**src/rtl/goldschmidt_pkg.sv**
```systemverilog
// Shared definitions for the Goldschmidt divider: FSM states, Q-format
// defaults and the product re-alignment used by the controller and multiplier wrapper.
package goldschmidt_pkg;

  localparam int DEF_WIDTH = 16;
  localparam int DEF_ITERS = 3;

  typedef enum logic [2:0] {
    S_IDLE,
    S_MUL_N,
    S_WAIT_N,
    S_MUL_D,
    S_WAIT_D,
    S_UPD,
    S_DONE
  } state_e;

  // 2.0 in Q2.(w-2): only the top bit set.
  function automatic logic [63:0] two_const(input int w);
    return 64'(1) << (w - 1);
  endfunction

  // Re-aligns a Q4.(2w-4) product to Q2.(w-2) by truncation: p[2w-3:w-2].
  function automatic logic [63:0] prod_slice(input logic [127:0] p, input int w);
    return 64'(p >> (w - 2));
  endfunction

endpackage

```
**src/rtl/goldschmidt_ctrl.sv**
```systemverilog
// Goldschmidt iteration sequencer: owns the N/D/F working registers and
// time-shares one external multiplier through ITERS rounds per division.
module goldschmidt_ctrl
  import goldschmidt_pkg::*;
#(
  parameter int WIDTH = DEF_WIDTH,
  parameter int ITERS = DEF_ITERS
) (
  input  logic                 clk,
  input  logic                 rst,
  input  logic                 in_valid,
  output logic                 in_ready,
  input  logic [WIDTH-1:0]     in_n,
  input  logic [WIDTH-1:0]     in_d,
  input  logic [WIDTH-1:0]     in_f0,
  output logic                 mul_req,
  output logic [WIDTH-1:0]     mul_a,
  output logic [WIDTH-1:0]     mul_b,
  input  logic                 mul_ack,
  input  logic [2*WIDTH-1:0]   mul_p,
  output logic                 out_valid,
  input  logic                 out_ready,
  output logic [WIDTH-1:0]     out_q,
  output logic                 div0,
  output logic                 busy
);

  localparam int ITW = (ITERS > 1) ? $clog2(ITERS) : 1;
  localparam logic [ITW-1:0]   LAST_ITER = ITW'(ITERS - 1);
  localparam logic [WIDTH-1:0] TWO       = WIDTH'(two_const(WIDTH));

  state_e           state_q, state_d;
  logic [WIDTH-1:0] n_q, n_d;
  logic [WIDTH-1:0] d_q, d_d;
  logic [WIDTH-1:0] f_q, f_d;
  logic [ITW-1:0]   iter_q, iter_d;
  logic             div0_q, div0_d;
  logic [WIDTH-1:0] prod_w;

  assign prod_w = WIDTH'(prod_slice(128'(mul_p), WIDTH));
  assign div0   = div0_q;

  // NOTE: reset is synchronous, so it is tested inside the clocked block and
  // a mid-operation rst simply overrides whatever next state was computed.
  always_ff @(posedge clk) begin
    if (rst) begin
      state_q <= S_IDLE;
      n_q     <= '0;
      d_q     <= '0;
      f_q     <= '0;
      iter_q  <= '0;
      div0_q  <= 1'b0;
    end else begin
      // NOTE: non-blocking assignments here so every register samples the
      // pre-edge values computed by the combinational block.
      state_q <= state_d;
      n_q     <= n_d;
      d_q     <= d_d;
      f_q     <= f_d;
      iter_q  <= iter_d;
      div0_q  <= div0_d;
    end
  end

  always_comb begin
    // NOTE: every output and next-state signal gets a default first; any path
    // that skipped an assignment would otherwise infer a latch.
    state_d   = state_q;
    n_d       = n_q;
    d_d       = d_q;
    f_d       = f_q;
    iter_d    = iter_q;
    div0_d    = div0_q;
    in_ready  = 1'b0;
    mul_req   = 1'b0;
    out_valid = 1'b0;
    out_q     = '0;
    busy      = 1'b1;
    // Operands stay on the bus from the request through the wait state.
    mul_a     = (state_q == S_MUL_D || state_q == S_WAIT_D) ? d_q : n_q;
    mul_b     = f_q;

    unique case (state_q)
      S_IDLE: begin
        in_ready = 1'b1;
        busy     = 1'b0;
        if (in_valid) begin
          n_d    = in_n;
          d_d    = in_d;
          f_d    = in_f0;
          iter_d = '0;
          div0_d = (in_d == '0);
          if (in_d == '0) begin
            n_d     = '1;
            state_d = S_DONE;
          end else begin
            state_d = S_MUL_N;
          end
        end
      end
      S_MUL_N: begin
        mul_req = 1'b1;
        state_d = S_WAIT_N;
      end
      S_WAIT_N: begin
        if (mul_ack) begin
          n_d     = prod_w;
          state_d = S_MUL_D;
        end
      end
      S_MUL_D: begin
        mul_req = 1'b1;
        state_d = S_WAIT_D;
      end
      S_WAIT_D: begin
        if (mul_ack) begin
          d_d     = prod_w;
          state_d = S_UPD;
        end
      end
      S_UPD: begin
        f_d     = TWO - d_q;
        iter_d  = iter_q + ITW'(1);
        state_d = (iter_q == LAST_ITER) ? S_DONE : S_MUL_N;
      end
      S_DONE: begin
        out_valid = 1'b1;
        out_q     = n_q;
        if (out_ready) begin
          div0_d  = 1'b0;
          state_d = S_IDLE;
        end
      end
      default: state_d = S_IDLE;
    endcase
  end

endmodule

```
**config.mk**
```make
export PLATFORM = sky130hd
export DESIGN_NAME = goldschmidt_ctrl
export DESIGN_NICKNAME = d
export VERILOG_FILES = /design/src/rtl/goldschmidt_pkg.sv /design/src/rtl/goldschmidt_ctrl.sv
export SDC_FILE = /design/constraint.sdc
export NUM_CORES = 1
export LEC_CHECK = 0
export CORE_ASPECT_RATIO = 0.75
export CORE_MARGIN = 2
export CORE_UTILIZATION = 47
export CTS_CLUSTER_DIAMETER = 40
export CTS_CLUSTER_SIZE = 40
export DETAILED_ROUTE_END_ITERATION = 10
export GPL_ROUTABILITY_DRIVEN = 0
export PLACE_DENSITY = 0.83
export SYNTH_ARGS = -nofsm -noshare
export SYNTH_HDL_FRONTEND = slang
export SYNTH_SLANG_ARGS = --single-unit
```
**constraint.sdc**
```tcl
create_clock -name clk -period 3.3 [get_ports clk]
set_input_delay 0.33 -clock clk [delete_from_list [all_inputs] [get_ports clk]]
set_output_delay 0.33 -clock clk [all_outputs]
set_load 0.02 [all_outputs]
```
Word level (Yosys, flattened, before mapping):

Cells that the tools add are included.

* bits in registers: 54
* bits of input ports: 85
* output and inout port bits: 53
* logic and storage cells: 58

* add/sub/neg operators: 2
* eq/ne operators: 11
* mux-type cells: 26
* reduce and logical (&&, ||, !) cells: 13

Operators with widths (count)
* $mux W16: 7
* $pmux W16 S2: 3
* $pmux W3 S7: 1
* $mux W3: 6
* $logic_not A16 Y1: 1
* $sub A16 B16 Y16 const A: 1
* $eq A3 B3 Y1 const B: 3
* $reduce_and A3 Y1: 3
* $ne A2 B2 Y1 const B: 4
* $reduce_bool A2 Y1: 4
* $eq A3 B2 Y1 const B: 2
* $mux W1: 6
* $pmux W2 S2: 1
* $reduce_and A4 Y1: 1
* $eq A3 B1 Y1 const B: 1
* $logic_not A3 Y1: 1
* $add A2 B1 Y2 const B: 1
* $eq A2 B2 Y1 const B: 1
* $mux W2: 1
* $pmux W1 S2: 1
* $reduce_and A2 Y1: 1
* $reduce_or A2 Y1: 1
* $logic_or A1 B1 Y1: 1

Logic depth before layout (Yosys ltp):

Gate-level depths: netlist of run 1.

* depth after elaboration: 4
* gate-level depth with buffers: 7
* mapped depth without buffers: 6

Least setup slack after synthesis of run 1:

Ideal clock, no wire load.

* path type: register to output
* start point: register state_q[1]
* end point: output mul_a[10]
* arrival time: 1.755 ns
* data required time: 2.970 ns
* path slack: 1.215 ns
* stages on the path, launching flop included: 6
* path buffers: 2
* path through: dfxtp_1 clkbuf_8 nand2b_1 o21ai_1 clkbuf_1 mux2_2

* cells in the longest elaborated chain, start to end: 3
* elaborated cells between the ends (all ways): 4
* those cells by class: eq/ne (2); mux (1); reduce/logical (1)

RTL lines
* start, declared: line goldschmidt_ctrl.sv:32 `state_e state_q, state_d;`
* start signal, assigned: line goldschmidt_ctrl.sv:56 `state_q <= state_d;`
* $eq A3 B2 Y1 / $eq A3 B3 Y1 (equally long branches): line goldschmidt_ctrl.sv:80 `mul_a = (state_q == S_MUL_D || state_q == S_WAIT_D) ? d_q : n_q;`
* $logic_or A1 B1 Y1 (*): line goldschmidt_ctrl.sv:80
* $mux W16 (*): line goldschmidt_ctrl.sv:80
* end, declared: line goldschmidt_ctrl.sv:17 `output logic [WIDTH-1:0] mul_a,`

Mark *: on every way between the ends. The rest lies on a longest branch, timed or not.

Worst setup path in the final report of run 1:

* start point: register state_q[1]
* end point: output out_q[11]

* cells in the longest elaborated chain, start to end: 2

RTL lines
* $eq A3 B3 Y1: line goldschmidt_ctrl.sv:83 `unique case (state_q)`
* $mux W16: line goldschmidt_ctrl.sv:83
* end, declared: line goldschmidt_ctrl.sv:23 `output logic [WIDTH-1:0] out_q,`

Every way passes these cells.

==> results of run 1 <==
[layout make-up]
cell class / count / area (um^2)
clock buffer: 5 / 68.82
clock inverter: 3 / 45.04
fill: 556 / 2175
inverter: 10 / 37.54
multi-input combinational: 287 / 2053
sequential: 54 / 1081
tap: 84 / 105.1
timing repair buffer: 129 / 1266
[path summary, 6_finish.rpt]
| path | endpoint | from |
|---|---|---|
| setup / recovery | out_q[11] | state_q[1]$_SDFFE_PP0P_ |
| hold / removal | iter_q[0]$_SDFFE_PP0P_ | rst |
| setup reg to reg | mul_b[15]$_SDFFE_PP0P_ | state_q[2]$_SDFFE_PP0P_ |
| hold reg to reg | n_q[15]$_SDFFE_PP0P_ | n_q[15]$_SDFFE_PP0P_ |
[Yosys cell counts, drive strengths merged (3+ instances only)]
master,n,area [um^2]
nor2,82,315.3
dfxtp,54,1081
mux2i,29,290.3
a211oi,28,210.2
clkbuf,24,120.1
a2111oi,18,220.2
and2,16,100.1
mux2,16,180.2
inv,10,37.54
a21oi,9,45.04
nand2,9,33.78
or4,7,67.56
xnor2,7,61.31
buf,6,33.78
nor2b,5,31.28
nor3,5,25.02
nor4,5,46.29
o21ai,5,25.02
o31ai,4,30.03
nand3,3,15.01
nand3b,3,22.52
o22ai,3,18.77
[layer usage]
metal / vias up / wire [um] / share of wire / track usage
met5: - / 0 / 0 / 0
met1: 1506 / 4621 / 0.47 / 0.3546
met2: 140 / 4147 / 0.42 / 0.3747
met4: 0 / 151 / 0.015 / 0.07973
li1: 1607 / - / - / -
met3: 15 / 892 / 0.091 / 0.07475
[worst max-delay path, cell delays in order (launching register included)]
cell and delay, ps:
dfxtp_1 750, and3b_1 680, and2_1 210, clkdlybuf4s50_1 640
[per-stage QoR]
step,util,instances,hold WS (ps)
floorplan,-,381,458.5
CTS,0.6817,572,372.0
global route,0.6817,572,385.9
detailed placement,0.6650,564,508.5
finish,0.6817,572,367.8
global placement,0.6650,564,468.8
[sequential cells by signal, summed over array words and instances (netlist names)]
| signal | count |
|---|---|
| mul_b | 16 |
| n_q | 16 |
| iter_q | 2 |
| div0 | 1 |
| d_q | 16 |
| state_q | 3 |
[logic make-up (layout without fill, tap and decap cells)]
group                    count (synthesis)  in the layout  synth area share
multiplexers                            45             45            0.1419
AO/OA/AOI/OAI                           83             83            0.2121
buffers and inverters                   40            147           0.05774
AND/OR/NAND/NOR                        148            148            0.2309
XOR/XNOR                                 9              9           0.02377
adder cells (fa/ha/maj)                  2              2          0.007546
flip-flops                              54             54            0.3260
[power groups by stage]
stage	clock network, mW	logic [mW]	registers [mW]
after floorplan	0	0.486	0.826
after global placement	0	0.756	0.841
after detailed placement	0	0.770	0.847
after CTS	0.463	0.777	0.832
after global routing	0.494	0.840	0.848
final	0.467	0.776	0.835
==> out/results.tsv, run 1 <==
metric	value	unit
clock sink count	54	
Post-synth EDFFs	0	
GR Util All Layers	0.2538	
endpoint type of the worst setup path	output port	
yosys warns	0	
outcome	finished clean	
post-CTS resize count	0	
count of final hold-check violations	0	
first-pass GRT wire length	15800	um
die span in y	76.74	um
P&R area growth vs syn	40.45	%
period utilization	0.8905	
Synth cell types	52	
setup bufs post-CTS	0	
largest net degree at the start of global routing	37	
syn avg cell area	8.703	um^2
Pwr Density	446.1	mW/mm^2
Setup CP Type	flop to output port	
Psw	0.7344	mW
unrepaired setup endpoints after global routing	false	
Max clock buf depth	2	
Via-to-Cell Ratio	5.713	
Cell Area, Placed	0.004543	mm^2
Antenna Nets Post-Route	0	
Worst Tran Pin Value	773.5	ps
most frequent cells in the layout	clkdlybuf4s50_1 (120), nor2_1 (79), dfxtp_1 (54), mux2i_1 (29), a211oi_1 (28)	
Tot Pwr	2.078	mW
FF+latch count, synth	54	
TNS Setup	0	ps
Cell Rows	26	
vias in the first global route	3116	
power share of the combinational group	0.373	
Setup WS pre-CTS	674.6	ps
Worst Path Arrival	2610	ps
Max Clk Rate	340.3	MHz
IO Pins	138	
Layout Nets	574	
DRC Markers	0	
dpl hpwl	7153	um
max-slew violation count	0	
commonest non-fill, non-tap cell in the layout	clkdlybuf4s50_1	
CTS tree	done	
hold depth	2	
initial antenna violation count	0	
Main synth FF type	dfxtp_1	
Chip Width	101.0	um
clock root cell	clkbuf_8	
Seq/Total Area, Yosys	0.3260	
DRT Wirelength	9813	um
ratio of cells with drive above 1 in the final layout	0.1148	
worst vdd ir	0.2173	mV
clk_lat worst skew	320	ps
relative slew slack	0.4796	
drt first-iter violations	155	
GRT overflow	0	
Antenna Diode Count	0	
CTS clk-pin slew, worst paths	100	ps
Worst Skew	5.522	ps
drt pass-1 iters	5	
FF-to-FF setup slack	1100	ps
CTS H-tree lvls	2	
Static Leak	1.699	nW
Required @ worst endpoint	2970	ps
sequential power share	0.402	
internal power	1.343	mW
Async S/R FF share, synth	0	
Min-Delay Path Class	input port to flop	
CTS Hold Buffers Added	0	
critical path launch point type	flop	
core area	0.006832	mm^2
final number of setup-violating endpoints	0	
R2R depth	3	
initial cell density of the core	0.4853	
Synth Cell Area	0.003316	mm^2
# port buffers	121	
via count	3268	
total CTS buffers	5	
clock group share of total power	0.225	
Syn Nets	468	
max-cap violations	0	
Die Area	0.007750	mm^2
Syn Inst Count	381	
fin crit period	2939	ps
final instance area	0.004657	mm^2
fin worst setup slack	361.3	ps
DR WL/cell	17.16	um
crit path max fanout	18	
switching share of total power	0.3535	
(Power assumes the default switching activity.)
==> inputs of run 2 (changes only) <==
--- a/config.mk
+++ b/config.mk
@@ -5,7 +5,7 @@
 export SDC_FILE = /design/constraint.sdc
 export NUM_CORES = 1
 export LEC_CHECK = 0
-export CORE_ASPECT_RATIO = 0.75
+export CORE_ASPECT_RATIO = 0.7
 export CORE_MARGIN = 2
 export CORE_UTILIZATION = 47
 export CTS_CLUSTER_DIAMETER = 40
==> run 2 against run 1 <==
Net effect:
- register-to-register slack worse by 210 ps
- routed wire length is 1.3% lower
- largest cell class unchanged
- worst hold slack lost 3.9 ps
- highest routed layer unchanged
==> out/results.tsv, run 2 (synthesized netlist as in run 1, its figures left out) <==
metric	value	unit
largest net degree at the start of global routing	39	
most frequent cells in the layout	clkdlybuf4s50_1 (120), nor2_1 (79), dfxtp_1 (54), mux2i_1 (29), a211oi_1 (28)	
Required @ worst endpoint	2970	ps
P&R area growth vs syn	40.72	%
CP max stage delay	770	ps
first-pass GRT wire length	15440	um
Reg2Reg Capture Point	mul_b[13]$_SDFFE_PP0P_	
die span in y	74.27	um
fin worst setup slack	374.0	ps
core area	0.006788	mm^2
DRT Wirelength	9684	um
via count	3248	
Pwr Density	440.2	mW/mm^2
RR Startpoint	state_q[0]$_SDFFE_PP0P_	
clock sink count	54	
multi-input combinational cell area	0.002053	mm^2
Worst Tran Pin Value	723.7	ps
Static Leak	1.701	nW
Register Area	0.001081	mm^2
final number of setup-violating endpoints	0	
initial antenna violation count	0	
vias in the first global route	3034	
Worst Path Arrival	2600	ps
outcome	finished clean	
M3 GR Usage	0.05434	
GRT overflow	0	
worst setup path endpoint	mul_a[13]	
Chip Width	104.4	um
count of final hold-check violations	0	
Tot Pwr	2.054	mW
CTS tree	done	
Max clock buf depth	2	
IO Pins	138	
Max Clk Rate	341.8	MHz
clk_lat worst skew	310	ps
post-CTS resize count	0	
Die Area	0.007753	mm^2
DR WL/cell	16.64	um
drt first-iter violations	153	
CTS H-tree lvls	2	
hold_ws	363.9	ps
dpl hpwl	7313	um
drt pass-1 iters	4	
# port buffers	121	
CP max-delay cell	dfxtp_1	
max-cap violations	0	
CTS Hold Buffers Added	0	
relative slew slack	0.5161	
Setup WS pre-CTS	686.0	ps
Cell Rows	25	
crit path max fanout	19	
Antenna Diode Count	0	
GR peak layer	met2	
unrepaired setup endpoints after global routing	false	
fin crit period	2926	ps
total CTS buffers	5	
GR Util All Layers	0.2501	
FF-to-FF setup slack	890	ps
worst vdd ir	0.2100	mV
DRC Markers	0	
commonest non-fill, non-tap cell in the layout	clkdlybuf4s50_1	
initial cell density of the core	0.4885	
ratio of cells with drive above 1 in the final layout	0.1127	
Min-Delay Path Class	input port to flop	
CTS clk-pin slew, worst paths	90	ps
Worst Skew	2.951	ps
endpoint type of the worst setup path	output port	
fill count	557	
CP cell instances	nand3b_1 > o21ai_1 > buf_4 > mux2_2 > clkdlybuf4s50_1	
Via-to-Cell Ratio	5.581	
setup bufs post-CTS	0	
met1 usage in global routing	0.3448	
period utilization	0.8867	
Antenna Nets Post-Route	0	
met2 usage	0.4031	
TNS Setup	0	ps
Layout Nets	574	
Setup CP Type	flop to output port	
max-slew violation count	0	
critical path launch point type	flop	
CP Launch Point	state_q[0]$_SDFFE_PP0P_	
clock root cell	clkbuf_8	
R2R depth	2	
[run 2: changes by cell type in the layout (fill, tap and decap cells not counted), sizes merged]
cell,before,now
clkinvlp,2,1
clkbuf,5,6
[run 2: how the worst min path moves through the flow]
stage                                      start                     end  cells past startpoint
final                                        rst  iter_q[0]$_SDFFE_PP0P_                      2
after global routing                         rst  iter_q[0]$_SDFFE_PP0P_                      2
after CTS                                    rst  iter_q[0]$_SDFFE_PP0P_                      2
after detailed placement    n_q[10]$_SDFFE_PP0P_    n_q[10]$_SDFFE_PP0P_                      2
after global placement    iter_q[1]$_SDFFE_PP0P_  iter_q[1]$_SDFFE_PP0P_                      2
after floorplan           iter_q[1]$_SDFFE_PP0P_  iter_q[1]$_SDFFE_PP0P_                      2
[run 2: routing by layer]
layer  up-vias  part of all wire  wire length (um)
met5         -                 0                 0
met4         0            0.0071                69
met3         7             0.080               770
met2       138              0.45              4324
met1      1502              0.47              4520
li1       1601                 -                 -
[run 2: final cells by class]
cell class | instances | share of cell area
multi-input combinational | 287 | 0.4401
timing repair buffer | 129 | 0.2714
sequential | 54 | 0.2317
tap | 94 | 0.02521
clock buffer | 6 | 0.01555
clock inverter | 2 | 0.008045
inverter | 10 | 0.008045
[run 2: critical path, delay by kind of cell, from the launching register on]
| kind | cells | cell delay [ps] |
|---|---|---|
| multiplexers | 1 | 390 |
| AO/OA/AOI/OAI | 1 | 120 |
| flip-flops | 1 | 770 |
| buffers and inverters | 2 | 820 |
| AND/OR/NAND/NOR | 1 | 180 |
[run 2: metrics by stage]
stage / utilization / cells / instance area, um^2
finish: 0.6874 / 582 / 4666
global route: 0.6874 / 582 / 4666
CTS: 0.6874 / 582 / 4666
detailed placement: 0.6712 / 574 / 4556
global placement: 0.6712 / 574 / 4556
floorplan: - / 381 / 3316
[run 2: power by group]
part	internal [mW]	total [mW]	switching [mW]	leakage, nW
clock network	0.227	0.445	0.218	0.0514
logic	0.382	0.768	0.385	1.20
registers	0.732	0.841	0.109	0.446
total	1.34	2.05	0.712	1.70
==> inputs of run 3 (changes only) <==
--- a/config.mk
+++ b/config.mk
@@ -5,6 +5,7 @@
 export SDC_FILE = /design/constraint.sdc
 export NUM_CORES = 1
 export LEC_CHECK = 0
+export ABC_CLOCK_PERIOD_IN_PS = 3300
 export CORE_ASPECT_RATIO = 0.7
 export CORE_MARGIN = 2
 export CORE_UTILIZATION = 47
@@ -12,7 +13,7 @@
 export CTS_CLUSTER_SIZE = 40
 export DETAILED_ROUTE_END_ITERATION = 10
 export GPL_ROUTABILITY_DRIVEN = 0
-export PLACE_DENSITY = 0.83
+export PLACE_DENSITY = 0.95
 export SYNTH_ARGS = -nofsm -noshare
 export SYNTH_HDL_FRONTEND = slang
 export SYNTH_SLANG_ARGS = --single-unit
==> run 3 against run 2 <==
Net effect:
- first-iteration DRC count fell by 1.3%
- final cell count rose by 0.34%
- via count rose by 4.1%
- core utilization did not move
- routed wire length rose by 5.7%
- critical path type unchanged
- critical endpoint is now out_q[12]
- largest cell class unchanged
- highest routed layer unchanged
==> out/results.tsv, run 3 (synthesized netlist as in run 1, its figures left out) <==
metric	value	unit
final number of setup-violating endpoints	0	
M3 GR Usage	0.07888	
Die Area	0.007753	mm^2
clk_lat worst skew	310	ps
Cell Rows	25	
DRT Wirelength	10240	um
max-slew violation count	0	
Required @ worst endpoint	2970	ps
fin worst setup slack	350.5	ps
GR peak layer	met2	
P&R area growth vs syn	40.72	%
TNS Setup	0	ps
CTS Hold Buffers Added	0	
clock sink count	54	
CTS H-tree lvls	2	
endpoint type of the worst setup path	output port	
critical path launch point type	flop	
Layout Nets	576	
ratio of cells with drive above 1 in the final layout	0.1184	
vias in the first global route	3202	
Antenna Diode Count	0	
most frequent cells in the layout	clkdlybuf4s50_1 (120), nor2_1 (79), dfxtp_1 (54), mux2i_1 (29), a211oi_1 (28)	
first-pass GRT wire length	15990	um
Pwr Density	433.2	mW/mm^2
total CTS buffers	5	
drt pass-1 iters	4	
Antenna Nets Post-Route	0	
max-cap violations	0	
Max Clk Rate	339.0	MHz
dpl hpwl	7526	um
setup bufs post-CTS	0	
DR WL/cell	17.53	um
crit path max fanout	18	
IO Pins	138	
largest net degree at the start of global routing	51	
GRT overflow	0	
relative slew slack	0.4190	
Static Leak	1.706	nW
# port buffers	121	
CTS clk-pin slew, worst paths	110	ps
die span in y	74.27	um
Setup WS pre-CTS	666.6	ps
drt first-iter violations	151	
DRC Markers	0	
CP cell instances	and3b_1 > and2_1 > clkdlybuf4s50_1	
post-CTS resize count	0	
core area	0.006788	mm^2
Via-to-Cell Ratio	5.791	
delay-heaviest family, CP	simple AND/OR/NAND/NOR gates	
CTS tree	done	
Min-Delay Path Class	input port to flop	
period utilization	0.8938	
initial antenna violation count	0	
CP max stage delay	770	ps
commonest non-fill, non-tap cell in the layout	clkdlybuf4s50_1	
Chip Width	104.4	um
Worst Skew	12.36	ps
via count	3382	
Setup CP Type	flop to output port	
CP bufs+invs	1	
count of final hold-check violations	0	
GR Util All Layers	0.2556	
Worst Tran Pin Value	863.6	ps
worst vdd ir	0.2302	mV
clock root cell	clkbuf_8	
CP max-delay cell	dfxtp_1	
unrepaired setup endpoints after global routing	false	
initial cell density of the core	0.4885	
Worst Path Arrival	2620	ps
Tot Pwr	2.021	mW
met1 usage in global routing	0.3287	
outcome	finished clean	
Max clock buf depth	2	
fin crit period	2949	ps
met2 usage	0.4212	
run 3: per-stage QoR:
step	cell area (um^2)	util	cells	hold WS, ps
final	4666	0.6874	584	405.9
after detailed placement	4571	0.6734	576	495.3
after global routing	4666	0.6874	584	446.7
after CTS	4666	0.6874	584	399.6
after global placement	4571	0.6734	576	469.8
after floorplan	3316	-	381	458.5
run 3: area by class of cell:
class	instances	area, um^2
inverter	10	37.54
timing repair buffer	131	1281
sequential	54	1081
multi-input combinational	287	2053
clock buffer	6	82.58
fill	516	2122
tap	94	117.6
clock inverter	2	12.51
run 3: final timing paths:
path,startpoint,endpoint,slack [ps],depth (start not counted)
min reg2reg,iter_q[1]$_SDFFE_PP0P_,iter_q[1]$_SDFFE_PP0P_,510,2
max reg2reg,state_q[2]$_SDFFE_PP0P_,mul_b[15]$_SDFFE_PP0P_,1030,3
min,rst,mul_b[9]$_SDFFE_PP0P_,410,4
max,state_q[1]$_SDFFE_PP0P_,out_q[12],350,3
run 3: worst register-to-register path: stages (launching register included):
cell      delay (ps)
dfxtp_1          760
nand3b_1         680
or3_1            560
o221ai_1         200
run 3: per-layer routing:
| metal | routed length [um] | share of wire | up-vias |
|---|---|---|---|
| met5 | 0 | 0 | - |
| met1 | 4449 | 0.43 | 1574 |
| met3 | 965 | 0.094 | 19 |
| li1 | - | - | 1611 |
| met2 | 4650 | 0.45 | 178 |
| met4 | 175 | 0.017 | 0 |
run 3: report_power, final:
| part | leakage (nW) | internal [mW] | switching (mW) | total, mW |
|---|---|---|---|---|
| Sequential | 0.446 | 0.732 | 0.0963 | 0.829 |
| Clock | 0.0472 | 0.169 | 0.224 | 0.393 |
| Combinational | 1.21 | 0.389 | 0.410 | 0.799 |
